===== src/rtl/input_port_controller.sv =====
// input_port_controller: buffers flits, captures the head for routing, requests the allocator and forwards the granted packet
module input_port_controller #(
  parameter int N = 4,
  parameter int DATA_WIDTH = 8,
  parameter int PhitPerFlit = 2,
  parameter int REQUEST_WIDTH = 2,
  parameter int BUFFER_DEPTH = 4
) (
  input  logic                              clk,
  input  logic                              rst,
  input  logic [PhitPerFlit*DATA_WIDTH-1:0] in_data,
  input  logic                              in_valid,
  output logic                              in_ready,
  output logic [PhitPerFlit*DATA_WIDTH-1:0] head_flit,
  input  logic [REQUEST_WIDTH-1:0]          route_request,
  output logic [REQUEST_WIDTH-1:0]          request,
  output logic                              request_valid,
  input  logic                              grant,
  output logic [PhitPerFlit*DATA_WIDTH-1:0] out_data,
  output logic                              out_valid,
  input  logic                              out_ready,
  output logic                              protocol_error
);
  localparam int FW = PhitPerFlit * DATA_WIDTH;
  localparam int AW = $clog2(BUFFER_DEPTH);
  if (BUFFER_DEPTH < 2 || (BUFFER_DEPTH & (BUFFER_DEPTH - 1)) != 0 || N < 2) begin : g_bad_params
    $error("input_port_controller: bad parameters");
  end
  typedef enum logic [1:0] {IDLE, ROUTE, WAIT_GRANT, FORWARD} state_t;
  state_t state, state_nxt;
  logic [FW-1:0] mem [BUFFER_DEPTH];
  logic [AW-1:0] wr_ptr, rd_ptr;
  logic [AW:0] count;
  logic [FW-1:0] front;
  logic empty, push, pop;
  assign front = mem[rd_ptr];
  assign empty = count == '0;
  assign in_ready = rst && count != (AW+1)'(BUFFER_DEPTH);
  assign push = in_valid && in_ready;
  assign out_valid = state == FORWARD && grant && !empty;
  assign out_data = front;
  assign pop = (out_valid && out_ready) || (state == IDLE && !empty && !front[FW-2]);
  always_ff @(posedge clk) if (push) mem[wr_ptr] <= in_data;
  always_ff @(posedge clk) begin
    if (!rst) begin
      wr_ptr <= '0;
      rd_ptr <= '0;
      count  <= '0;
      state  <= IDLE;
    end else begin
      wr_ptr <= wr_ptr + AW'(push);
      rd_ptr <= rd_ptr + AW'(pop);
      count  <= count + (AW+1)'(push) - (AW+1)'(pop);
      state  <= state_nxt;
    end
  end
  always_comb begin
    state_nxt = state;
    state_nxt = state == IDLE       ? ((!empty && front[FW-2]) ? ROUTE : IDLE) :
                state == ROUTE      ? WAIT_GRANT :
                state == WAIT_GRANT ? (grant ? FORWARD : WAIT_GRANT) :
                                      ((pop && front[FW-1]) ? IDLE : FORWARD);
  end
  always_ff @(posedge clk) begin
    if (!rst) begin
      head_flit      <= '0;
      request        <= '0;
      request_valid  <= 1'b0;
      protocol_error <= 1'b0;
    end else begin
      if (state == IDLE && !empty && front[FW-2]) head_flit <= front;
      if (state == ROUTE) begin
        request       <= route_request;
        request_valid <= 1'b1;
      end
      if (state == FORWARD && pop && front[FW-1]) request_valid <= 1'b0;
      if (state == IDLE && pop) protocol_error <= 1'b1;
    end
  end
endmodule

===== config.mk =====
export PLATFORM = sky130hd
export DESIGN_NAME = input_port_controller
export DESIGN_NICKNAME = d
export VERILOG_FILES = /design/src/rtl/input_port_controller.sv
export SDC_FILE = /design/constraint.sdc
export NUM_CORES = 1
export LEC_CHECK = 0
export ABC_AREA = 1
export CORE_MARGIN = 3
export CORE_UTILIZATION = 45
export DETAILED_ROUTE_END_ITERATION = 12
export GPL_TIMING_DRIVEN = 0
export HOLD_SLACK_MARGIN = 0.05
export PLACE_DENSITY = 0.69
export SYNTH_ARGS = -nofsm -noshare
export SYNTH_HDL_FRONTEND = slang
export SYNTH_SLANG_ARGS = --single-unit

===== constraint.sdc =====
create_clock -name clk -period 2.6 [get_ports clk]
set_input_delay 0.39 -clock clk [delete_from_list [all_inputs] [get_ports clk]]
set_output_delay 0.39 -clock clk [all_outputs]
set_load 0.01 [all_outputs]

==> results of run 1 <==
==> area by class of cell <==
| class | instances | area [um^2] | share of cell area |
|---|---|---|---|
| repair buffers | 63 | 642 | 0.138 |
| clock inverters | 5 | 75.1 | 0.0161 |
| plain buffers | 14 | 72.6 | 0.0155 |
| multi-input cells | 197 | 962 | 0.206 |
| clock buffers | 11 | 131 | 0.0282 |
| flip-flops and latches | 93 | 2500 | 0.536 |
| inverters | 41 | 154 | 0.0330 |
| well taps | 102 | 128 | 0.0273 |
==> layer usage <==
| metal | vias to the layer above | share of wire | routed length (um) | global-route usage |
|---|---|---|---|---|
| met4 | 0 | 0.024 | 181 | 0.0877 |
| met2 | 74 | 0.50 | 3840 | 0.301 |
| met5 | - | 0 | 0 | 0 |
| li1 | 1281 | - | - | - |
| met1 | 1219 | 0.42 | 3200 | 0.209 |
| met3 | 20 | 0.059 | 455 | 0.0407 |
==> cells by family after synthesis <==
group	share of synthesized area
AOI/OAI and AO/OA	0.0788
xor gates and xnor gates	0.00723
and+or+nand+nor	0.145
buffers and inverters	0.0616
adders and majority gates	0.0193
DFF	0.688
==> worst min-delay path, stage by stage, from the launching register on <==
cell and delay, ns:
dfxtp_1 0.32, inv_1 0.04, a21oi_1 0.05
==> flip-flops by register name, indices dropped and copies added (netlist names) <==
| register | cells |
|---|---|
| request | 2 |
| count | 3 |
| wr_ptr | 2 |
| mem | 64 |
| state | 2 |
| head_flit | 16 |
| rd_ptr | 2 |
| protocol_error | 1 |
| request_valid | 1 |
==> repair_timing <==
| action | in CTS | in global routing |
|---|---|---|
| resized for setup | 0 | 9 |
| setup endpoints to repair | 0 | 9 |
| endpoints found under the hold margin | 0 | 0 |
==> cell usage in the layout (no fill, tap or decap), types with 2 or more instances in the layout <==
cell | netlist | final
o22ai_1 | 14 | 9
nor3_2 | 0 | 2
buf_2 | 11 | 10
o21ai_0 | 31 | 30
a21oi_1 | 7 | 6
ha_1 | 4 | 4
xnor2_1 | 2 | 2
o22ai_2 | 0 | 5
clkbuf_8 | 0 | 9
inv_1 | 39 | 39
nand3_1 | 4 | 4
clkbuf_1 | 2 | 4
edfxtp_1 | 64 | 64
buf_8 | 0 | 2
dfxtp_1 | 29 | 29
bufinv_16 | 0 | 2
clkdlybuf4s50_1 | 0 | 60
inv_2 | 2 | 2
nor2_1 | 72 | 70
nor2_2 | 0 | 2
clkinv_1 | 0 | 2
a21oi_2 | 1 | 2
nand2_1 | 56 | 55
==> power breakdown <==
group          switching (mW)  internal (mW)  total, mW  leakage (nW)
clock                   0.458          0.536      0.994        0.0986
sequential              0.118           1.82       1.93         0.819
combinational            1.06          0.870       1.93         0.904
==> worst max-delay path by stage <==
stage,slack [ns],to,start
after floorplan,0.13,mem[0][0],rst
after global placement,-1.30,mem[0][8],rst
after detailed placement,-0.34,count[2],rst
after CTS,0.001,out_data[12],rd_ptr[1]
after global routing,0.003,count[2],rst
final,0.11,out_data[5],rd_ptr[1]
==> cell usage after synthesis <==
| cell type | instances | area share |
|---|---|---|
| nor2_1 | 72 | 0.074 |
| edfxtp_1 | 64 | 0.53 |
| nand2_1 | 56 | 0.058 |
| inv_1 | 39 | 0.040 |
| o21ai_0 | 31 | 0.043 |
| dfxtp_1 | 29 | 0.16 |
| o22ai_1 | 14 | 0.024 |
| buf_2 | 11 | 0.015 |
| a21oi_1 | 7 | 0.0096 |
| ha_1 | 4 | 0.014 |
| nand3_1 | 4 | 0.0055 |
| clkbuf_1 | 2 | 0.0021 |
| inv_2 | 2 | 0.0021 |
| nor3_1 | 2 | 0.0028 |
| xnor2_1 | 2 | 0.0048 |
| a21oi_2 | 1 | 0.0024 |
| buf_4 | 1 | 0.0021 |
| fa_1 | 1 | 0.0055 |
| nand3_2 | 1 | 0.0028 |
| or2_2 | 1 | 0.0017 |
| xor2_1 | 1 | 0.0024 |
==> per-stage QoR <==
step                hold WS, ns  std cells
global route              0.491        526
finish                    0.454        526
floorplan                 0.474        345
global placement          0.441        507
detailed placement        0.443        510
CTS                       0.456        526
==> impl_metrics.toml, run 1 <==
[worst_hold_path]
min_to = "protocol_error"
hp-class = "reg -> reg"
hp-start = "protocol_error"
hold_path_depth = 2

[timing]
slew_headroom = 0.409
finalCritPeriodShare = 0.959
final_max_slew_viol_count = 0
worst_pin_slew_ns = 0.885
fin_skew_ns = 0.00767
fin_tns_setup_ns = 0
setup_ws_ns = 0.105
finalHoldViolCount = 0
min_period_ns = 2.49
max_freq_mhz = 401
setup_viol = 0
rsz0062_at_grt = "false"

[clock_network]
cts_made_buffers = 9
clock-sinks = 93
cts_tree = "yes"
post_cts_buffers = 0
clockRootBuffer = "clkbuf_8"
htree_levels = 3
cts_hold_buf = 0
path_clk_slew_ns = 0.09
insertion_delay_ns = 0.34
cts_max_path_buffers = 2

[worst_setup_path]
path_buf_inv = 4
cp-start-kind = "flip-flop"
slowest_delay_ns = 0.60
cp.required_ns = 2.21
cp_cell_sequence = "buf_4 -> inv_2 -> clkbuf_4 -> o21ai_0 -> o22ai_1 -> clkdlybuf4s50_1"
r2r_end = "count[2]"
reg2reg_from = "rd_ptr[1]"
cp_num_cells = 6
critical-path-top-delay-family = "buffers and inverters"
r2r_slack_ns = 0.22
criticalPathCategory = "reg -> out"
reg2reg_depth = 12
crit_arrival_ns = 2.10
cpMaxStageDelayCell = "clkdlybuf4s50_1"
critPathCaptureType = "output port"
critical_path.max_fanout = 10

[yosys]
yosysSeqAreaShare = 0.688
syn_nets = 373
ys_warn_count = 0
syn-cell-area_um2 = 3640
synthCells = 345
synth.avg_cell_area_um2 = 10.5
synth_cell_types = 21
ys_seq_elements = 93

[layout]
fin_util = 0.601
syn_to_final_growth_pct = 28.4
finalNetCount = 447
finalInstanceArea_um2 = 4670
fill_cells = 640
n_antenna_cell = 0
layout-drive-gt1-share = 0.101

[route]
drt-initial-drc-count = 147
antenna_left = 0
vias = 2594
avgViaCountPerCell = 4.93
drc_errors = 0
wirelength_um = 7670
first_pass_iters = 4
wl_per_cell_um = 14.6

[job]
maxCapViolCount = 0

[pwr]
ir_drop_mv = 0.376
power.density_nw_per_um2 = 1040
p_leak_nw = 1.82
p_total_mw = 4.86

[grt]
antenna_found_initial = 0
grt-ovfl-total = 0
grt_max_degree = 17
grt_use_total = 0.176
grt_pass1_wl_um = 11800
first_global_vias = 2484

[run_status]
outcome = "finished clean"

[placement]
gpl.final_weighted_congestion = 0.730
hpwl_um = 5200
dpl_worst_slack_ns = -0.341
dpl_cell_area_um2 = 4420
portBuffers = 60

[floorplanning]
start_util = 0.468
die_area_um2 = 9190
rows = 32
chipWidth_um = 95.9
core-area_um2 = 7770
io_pins = 61
dieHeight_um = 95.9
No activity file was read; power rests on OpenSTA's default activity.
==> inputs of run 2 (changes only) <==
Settings changed: CTS_CLUSTER_DIAMETER set to 30.
==> results of run 2 <==
Same layout as run 1: the final DEF is identical, and so are final timing and power.
